==> config.mk <==
export PLATFORM = sky130hd
export DESIGN_NAME = b_resp_ctrl_flat
export DESIGN_NICKNAME = d
export VERILOG_FILES = /design/src/rtl/axi_lite_pkg.sv /design/src/rtl/b_resp_ctrl_if.sv /design/src/rtl/wr_addr_decode.sv /design/src/rtl/b_resp_ctrl.sv /design/src/flat_wrapper.sv
export SDC_FILE = /design/constraint.sdc
export NUM_CORES = 1
export LEC_CHECK = 0
export ABC_AREA = 1
export CORE_UTILIZATION = 43
export CTS_CLUSTER_DIAMETER = 30
export DETAILED_ROUTE_END_ITERATION = 12
export GPL_TIMING_DRIVEN = 0
export PLACE_DENSITY = 0.85
export SLEW_MARGIN = 25
export SYNTH_ARGS = -nofsm -noshare
export SYNTH_HDL_FRONTEND = slang
export SYNTH_SLANG_ARGS = --single-unit
==> constraint.sdc <==
create_clock -name clk -period 2.1 [get_ports clk]
set_input_delay 0.525 -clock clk [delete_from_list [all_inputs] [get_ports clk]]
set_output_delay 0.525 -clock clk [all_outputs]
set_load 0.02 [all_outputs]
==> src/rtl/axi_lite_pkg.sv <==
// Shared AXI4-lite write-path definitions: response codes, feedback codes, b_resp_ctrl states.
// Pure declarations; no latency or backpressure of its own.
package axi_lite_pkg;

    localparam logic [1:0] RESP_OKAY   = 2'b00;
    localparam logic [1:0] RESP_EXOKAY = 2'b01;
    localparam logic [1:0] RESP_SLVERR = 2'b10;
    localparam logic [1:0] RESP_DECERR = 2'b11;

    // Reserved on the completion feedback path: the AW block uses it to request a retry.
    localparam logic [1:0] FB_RETRY    = 2'b01;

    typedef enum logic [1:0] {
        ST_IDLE   = 2'd0,
        ST_COMMIT = 2'd1,
        ST_RESP   = 2'd2,
        ST_ACK    = 2'd3
    } b_state_e;

endpackage

==> src/rtl/b_resp_ctrl_if.sv <==
// Signals between b_resp_ctrl, the AW/W channel blocks, register memory and the B channel.
// slave = b_resp_ctrl side, master = surrounding write path.
interface b_resp_ctrl_if #(
    parameter int ADDR_WIDTH = 5,
    parameter int DATA_WIDTH = 32
);
    logic                      ADDRREADY;
    logic                      DATAREADY;
    logic [ADDR_WIDTH-1:0]     AWADDRIN;
    logic [DATA_WIDTH-1:0]     WDATAIN;
    logic [DATA_WIDTH/8-1:0]   WSTRBIN;
    logic                      MEM_WE;
    logic [ADDR_WIDTH-3:0]     MEM_ADDR;
    logic [DATA_WIDTH-1:0]     MEM_WDATA;
    logic [DATA_WIDTH/8-1:0]   MEM_WSTRB;
    logic                      MEM_ERR;
    logic                      BVALID;
    logic                      BREADY;
    logic [1:0]                BRESP;
    logic                      BRESPREADY;
    logic [1:0]                BRESPOUT;

    modport slave (
        input  ADDRREADY, DATAREADY, AWADDRIN, WDATAIN, WSTRBIN, MEM_ERR, BREADY,
        output MEM_WE, MEM_ADDR, MEM_WDATA, MEM_WSTRB, BVALID, BRESP, BRESPREADY, BRESPOUT
    );

    modport master (
        output ADDRREADY, DATAREADY, AWADDRIN, WDATAIN, WSTRBIN, MEM_ERR, BREADY,
        input  MEM_WE, MEM_ADDR, MEM_WDATA, MEM_WSTRB, BVALID, BRESP, BRESPREADY, BRESPOUT
    );

endinterface

==> src/rtl/wr_addr_decode.sv <==
// Byte address -> register index plus out-of-range flag; purely combinational, no backpressure.
// Shared with the read path, so it carries no write-specific state.
module wr_addr_decode #(
    parameter int ADDR_WIDTH = 5,
    parameter int NUM_REGS   = 8
) (
    input  logic [ADDR_WIDTH-1:0] addr,
    output logic [ADDR_WIDTH-3:0] idx,
    output logic                  decerr
);
    // Byte lane within the word carries no meaning for a register access.
    logic unused_lsb;
    assign unused_lsb = ^addr[1:0];

    assign idx    = addr[ADDR_WIDTH-1:2];
    assign decerr = (int'(idx) >= NUM_REGS);

endmodule

==> src/rtl/b_resp_ctrl.sv <==
// Write commit + B response: capture when AW and W both ready, commit with bounded retry, answer on B.
// Capture to completion pulse is 3 cycles minimum; each retry or BREADY stall cycle adds one.
module b_resp_ctrl
    import axi_lite_pkg::*;
#(
    parameter int ADDR_WIDTH = 5,
    parameter int DATA_WIDTH = 32,
    parameter int NUM_REGS   = 8,
    parameter int MAX_RETRY  = 2
) (
    input  logic          clk,
    input  logic          resetn,
    b_resp_ctrl_if.slave  bus
);
    localparam int IDX_W  = ADDR_WIDTH - 2;
    localparam int STRB_W = DATA_WIDTH / 8;
    localparam int CNT_W  = (MAX_RETRY > 0) ? $clog2(MAX_RETRY + 1) : 1;

    b_state_e            state, state_nxt;
    logic [CNT_W-1:0]    retry_cnt, retry_cnt_nxt;
    logic                decerr_q, decerr_nxt;
    logic [1:0]          bresp_q, bresp_nxt;
    logic [IDX_W-1:0]    addr_q, addr_nxt;
    logic [DATA_WIDTH-1:0] data_q, data_nxt;
    logic [STRB_W-1:0]   strb_q, strb_nxt;

    logic [IDX_W-1:0]    dec_idx;
    logic                dec_err;

    wr_addr_decode #(
        .ADDR_WIDTH (ADDR_WIDTH),
        .NUM_REGS   (NUM_REGS)
    ) u_decode (
        .addr   (bus.AWADDRIN),
        .idx    (dec_idx),
        .decerr (dec_err)
    );

    always_ff @(posedge clk or negedge resetn) begin
        if (!resetn) begin
            state     <= ST_IDLE;
            retry_cnt <= '0;
            decerr_q  <= 1'b0;
            bresp_q   <= RESP_OKAY;
            addr_q    <= '0;
            data_q    <= '0;
            strb_q    <= '0;
        end else begin
            state     <= state_nxt;
            retry_cnt <= retry_cnt_nxt;
            decerr_q  <= decerr_nxt;
            bresp_q   <= bresp_nxt;
            addr_q    <= addr_nxt;
            data_q    <= data_nxt;
            strb_q    <= strb_nxt;
        end
    end

    always_comb begin
        state_nxt     = state;
        retry_cnt_nxt = retry_cnt;
        decerr_nxt    = decerr_q;
        bresp_nxt     = bresp_q;
        addr_nxt      = addr_q;
        data_nxt      = data_q;
        strb_nxt      = strb_q;
        case (state)
            ST_IDLE: begin
                if (bus.ADDRREADY && bus.DATAREADY) begin
                    addr_nxt      = dec_idx;
                    data_nxt      = bus.WDATAIN;
                    strb_nxt      = bus.WSTRBIN;
                    decerr_nxt    = dec_err;
                    retry_cnt_nxt = '0;
                    state_nxt     = ST_COMMIT;
                end
            end
            ST_COMMIT: begin
                if (decerr_q) begin
                    bresp_nxt = RESP_DECERR;
                    state_nxt = ST_RESP;
                end else if (!bus.MEM_ERR) begin
                    bresp_nxt = RESP_OKAY;
                    state_nxt = ST_RESP;
                end else if (int'(retry_cnt) < MAX_RETRY) begin
                    // Counter only advances below the limit, so it saturates instead of wrapping.
                    retry_cnt_nxt = retry_cnt + CNT_W'(1);
                end else begin
                    bresp_nxt = RESP_SLVERR;
                    state_nxt = ST_RESP;
                end
            end
            ST_RESP: begin
                if (bus.BREADY) begin
                    state_nxt = ST_ACK;
                end
            end
            ST_ACK: begin
                state_nxt = ST_IDLE;
            end
            default: begin
                state_nxt = ST_IDLE;
            end
        endcase
    end

    // Every output is a decode of registered state, never of this cycle's inputs.
    assign bus.MEM_WE     = (state == ST_COMMIT) && !decerr_q;
    assign bus.MEM_ADDR   = addr_q;
    assign bus.MEM_WDATA  = data_q;
    assign bus.MEM_WSTRB  = strb_q;
    assign bus.BVALID     = (state == ST_RESP);
    assign bus.BRESP      = bresp_q;
    assign bus.BRESPREADY = (state == ST_ACK);
    assign bus.BRESPOUT   = (state == ST_ACK) ? bresp_q : RESP_OKAY;

endmodule

==> src/flat_wrapper.sv <==
// flat-port wrapper written by rule: the top's interface ports become plain ports
module b_resp_ctrl_flat import axi_lite_pkg::*;
#(
    parameter int ADDR_WIDTH = 5,
    parameter int DATA_WIDTH = 32,
    parameter int NUM_REGS   = 8,
    parameter int MAX_RETRY  = 2
)
  (clk, resetn, bus_ADDRREADY, bus_DATAREADY, bus_AWADDRIN, bus_WDATAIN, bus_WSTRBIN, bus_MEM_ERR, bus_BREADY, bus_MEM_WE, bus_MEM_ADDR, bus_MEM_WDATA, bus_MEM_WSTRB, bus_BVALID, bus_BRESP, bus_BRESPREADY, bus_BRESPOUT);
  b_resp_ctrl_if #(.ADDR_WIDTH(ADDR_WIDTH), .DATA_WIDTH(DATA_WIDTH)) bus_i ();
  input  logic clk;
  input  logic resetn;
  input wire logic [$bits(bus_i.ADDRREADY)-1:0] bus_ADDRREADY;
  input wire logic [$bits(bus_i.DATAREADY)-1:0] bus_DATAREADY;
  input wire logic [$bits(bus_i.AWADDRIN)-1:0] bus_AWADDRIN;
  input wire logic [$bits(bus_i.WDATAIN)-1:0] bus_WDATAIN;
  input wire logic [$bits(bus_i.WSTRBIN)-1:0] bus_WSTRBIN;
  input wire logic [$bits(bus_i.MEM_ERR)-1:0] bus_MEM_ERR;
  input wire logic [$bits(bus_i.BREADY)-1:0] bus_BREADY;
  output wire logic [$bits(bus_i.MEM_WE)-1:0] bus_MEM_WE;
  output wire logic [$bits(bus_i.MEM_ADDR)-1:0] bus_MEM_ADDR;
  output wire logic [$bits(bus_i.MEM_WDATA)-1:0] bus_MEM_WDATA;
  output wire logic [$bits(bus_i.MEM_WSTRB)-1:0] bus_MEM_WSTRB;
  output wire logic [$bits(bus_i.BVALID)-1:0] bus_BVALID;
  output wire logic [$bits(bus_i.BRESP)-1:0] bus_BRESP;
  output wire logic [$bits(bus_i.BRESPREADY)-1:0] bus_BRESPREADY;
  output wire logic [$bits(bus_i.BRESPOUT)-1:0] bus_BRESPOUT;
  assign bus_i.ADDRREADY = bus_ADDRREADY;
  assign bus_i.DATAREADY = bus_DATAREADY;
  assign bus_i.AWADDRIN = bus_AWADDRIN;
  assign bus_i.WDATAIN = bus_WDATAIN;
  assign bus_i.WSTRBIN = bus_WSTRBIN;
  assign bus_i.MEM_ERR = bus_MEM_ERR;
  assign bus_i.BREADY = bus_BREADY;
  assign bus_MEM_WE = bus_i.MEM_WE;
  assign bus_MEM_ADDR = bus_i.MEM_ADDR;
  assign bus_MEM_WDATA = bus_i.MEM_WDATA;
  assign bus_MEM_WSTRB = bus_i.MEM_WSTRB;
  assign bus_BVALID = bus_i.BVALID;
  assign bus_BRESP = bus_i.BRESP;
  assign bus_BRESPREADY = bus_i.BRESPREADY;
  assign bus_BRESPOUT = bus_i.BRESPOUT;
  b_resp_ctrl #(.ADDR_WIDTH(ADDR_WIDTH), .DATA_WIDTH(DATA_WIDTH), .NUM_REGS(NUM_REGS), .MAX_RETRY(MAX_RETRY)) u_core (.clk(clk), .resetn(resetn), .bus(bus_i));
endmodule
==> flow_summary.ini <==
[run_status]
outcome = completed

[floorplanning]
fp.dieH_um = 68.2
dieArea_um2 = 4660
coreArea_um2 = 4120
num_rows = 23
initial_core_util_pct = 45.8
die_x_um = 68.2
ios = 93

[min_path]
hold_class = in2async

[pwr]
switching_share_pct = 39.1
leakage_nw = 1.54
fin_total_pwr_w = 0.00409
internal_power_w = 0.00249
switchingPower_w = 0.00160
combinationalPowerShare_pct = 50.9
powerDensity_nw_per_um2 = 1390
power_frac_clock_pct = 13.4
vdd_drop_max_uv = 652
seqPwrFrac_pct = 35.7

[timing]
fin_crit_ns = 2.00
hold_viol_final = 0
skew_ns = 0.00655
finalSetupTns_ns = 0
maxSlewViolCount = 0
min_period_over_period_pct = 95.4
setup_viol = 0
fmax_mhz = 499
rsz0062_at_grt = no

[worst_setup_path]
rr_worst_depth = 5
ff2ff_setup_slack_ns = 0.60
end_kind = output pin
crit_slowest_cell = clkdlybuf4s50_1
path_class = reg2out
worstSetupStartpointType = register
crit_arrival_ns = 1.48
slowest_delay_ns = 0.60
path_depth = 2
critPathBufInv = 1
crit_end = bus_BRESPREADY
crit_path_cell_trace = ha_1, clkdlybuf4s50_1
required_ns = 1.57
rr_endpoint = u_core.bus.MEM_WDATA[21]$_DFFE_PN0P_
crit_family = buffers and inverters
r2r_start = u_core.state[0]$_DFFE_PN0P_
critPathLaunch = u_core.state[1]$_DFFE_PN0P_
crit_fanout = 4

[yosys]
yosys-top-cells-count = nand2_1 (57), inv_1 (50), dfrtp_1 (44)
synth_edf_count = 0
synth.avg_cell_area_um2 = 8.74
synth_top_area_share_pct = 58.4
async_reset_ff_share_pct = 100
yosysWarnings = 0
synth_area_um2 = 1890
ys_seq_area_share_pct = 58.4
ys_types = 16
synth_ff_type = dfrtp_1
yosys.area.top_type = dfrtp_1
ys_seq_elements = 44
synth_area_leaders = dfrtp_1 (58%), nand2_1 (11%), inv_1 (9.9%)
syn_inst = 216
yosysMostFrequentCell = nand2_1

[clock_network]
clkLatencyLatePin_ns = 0.29
cts_buffers = 5
clockRootBuffer = clkbuf_8
postCtsSetupBuffers = 0
cts_buffer_depth = 2
clk_pin_slew_ns = 0.08
holdBufCountCts = 0
tritoncts = built
cts.sinks = 44
cts_htree_levels = 2

[grt]
grt_start_max_net_pins = 26
first_global_vias = 1513
antenna_found_initial = 0
grt_usage_pct = 19.7
grt_pass1_wl_um = 6620
grt_overflow = 0

[finish]
n_antenna_cell = 0
fin_cells = 364
syn2layout_area_growth_pct = 56.0
layout-drive-gt1-share_pct = 6.05
nets = 364

[routing]
ant_nets = 0
first_iter_violations = 89
finalWirelength_um = 4300
drt-vias-per-instance = 4.49
vias = 1635
firstDrtPassIters = 4
drcViolationCount = 0
wl_per_cell_um = 11.8

[run]
max_cap_violations = 0

[placement]
gp_congestion = 0.667
portBuffers = 88
dp_hpwl_um = 3300
dp.cells = 356
-- logic make-up after synthesis --
| group | synth area share, % |
|---|---|
| and+or+nand+nor | 14.3 |
| adders and majority gates | 2.65 |
| other | 0.199 |
| AOI/OAI and AO/OA | 10.7 |
| buffers and inverters | 13.8 |
| DFF | 58.4 |
-- state kept, by name, summed over array words and instances, names as in the netlist --
name / cells
u_core.bus.BRESP: 1
u_core.bus.MEM_ADDR: 3
u_core.bus.MEM_WDATA: 32
u_core.bus.MEM_WSTRB: 4
u_core.retry_cnt: 2
u_core.state: 2
-- per-stage QoR --
| step | setup WS (ns) | util (%) | hold slack, ns | instance area (µm²) |
|---|---|---|---|---|
| CTS | 0.0139 | 71.5 | 0.191 | 2940 |
| finish | 0.0959 | 71.5 | 0.180 | 2940 |
| global placement | -0.642 | 68.9 | 0.465 | 2830 |
| global route | 0.0216 | 71.5 | 0.202 | 2940 |
| detailed placement | 0.217 | 69.2 | 0.472 | 2850 |
| floorplan | 0.708 | - | 0.229 | 1890 |
-- repair_timing --
action	4_1_cts	5_1_grt
endpoints found under the setup margin	2	1
gates resized for setup	2	1
pin swaps	0	0
-- how the worst min path moves through the flow --
stage | endpoint | cells past startpoint | slack, ns
5_1_grt | u_core.bus.MEM_WSTRB[1]$_DFFE_PN0P_ | 1 | 0.20
2_1_floorplan | u_core.bus.BRESP[1]$_DFFE_PN0P_ | 0 | 0.23
3_3_place_gp | u_core.bus.MEM_WDATA[11]$_DFFE_PN0P_ | 2 | 0.47
6_report | u_core.bus.MEM_WSTRB[1]$_DFFE_PN0P_ | 1 | 0.18
3_5_place_dp | u_core.bus.MEM_WDATA[14]$_DFFE_PN0P_ | 2 | 0.47
4_1_cts | u_core.bus.MEM_WDATA[8]$_DFFE_PN0P_ | 1 | 0.19
-- power by group through the flow --
stage | sequential (W) | clock, W | combinational, W
finish | 0.00146 | 0.000546 | 0.00208
global placement | 0.00146 | 0 | 0.00204
CTS | 0.00146 | 0.000555 | 0.00211
global route | 0.00152 | 0.000599 | 0.00226
detailed placement | 0.00147 | 0 | 0.00212
floorplan | 0.00190 | 0 | 0.000640
-- metal layers --
layer,part of all wire [%],up-vias,GRT usage [%]
met4,1.8,0,9.38
li1,-,837,-
met1,42,728,23.7
met3,7.9,9,5.83
met5,0,-,0
met2,48,61,31.9
-- worst register-to-register path, delay by kind of cell (launching register included) --
family                     cells  cell delay (ns)
and+or+nand+nor                1             0.13
AOI/OAI and AO/OA              1             0.14
adders and majority gates      1             0.26
DFF                            1             0.40
buffers and inverters          2             0.43
-- cell type report --
class | count | area [µm²]
fill | 317 | 1170
sequential | 44 | 1100
timing repair buffer | 89 | 896
multi-input combinational | 113 | 529
inverter | 50 | 188
clock buffer | 7 | 86.3
buffer | 10 | 72.6
tap | 50 | 62.6
clock inverter | 1 | 7.51
-- layout by cell type, fill, tap and decap left out --
cell	count
ha_1	4
buf_12	1
inv_1	50
clkbuf_8	6
buf_4	2
o21ai_0	17
buf_2	5
conb_1	2
nand3_1	6
dfrtp_1	44
dlygate4sd2_1	2
buf_6	3
nor2_1	1
nand3_2	1
clkdlybuf4s50_1	84
o21ai_1	22
clkinvlp_4	1
nand2_1	57
dlymetal6s2s_1	1
nand4_1	2
o22ai_1	1
clkbuf_1	2
Power figures use the tool's default switching activity.
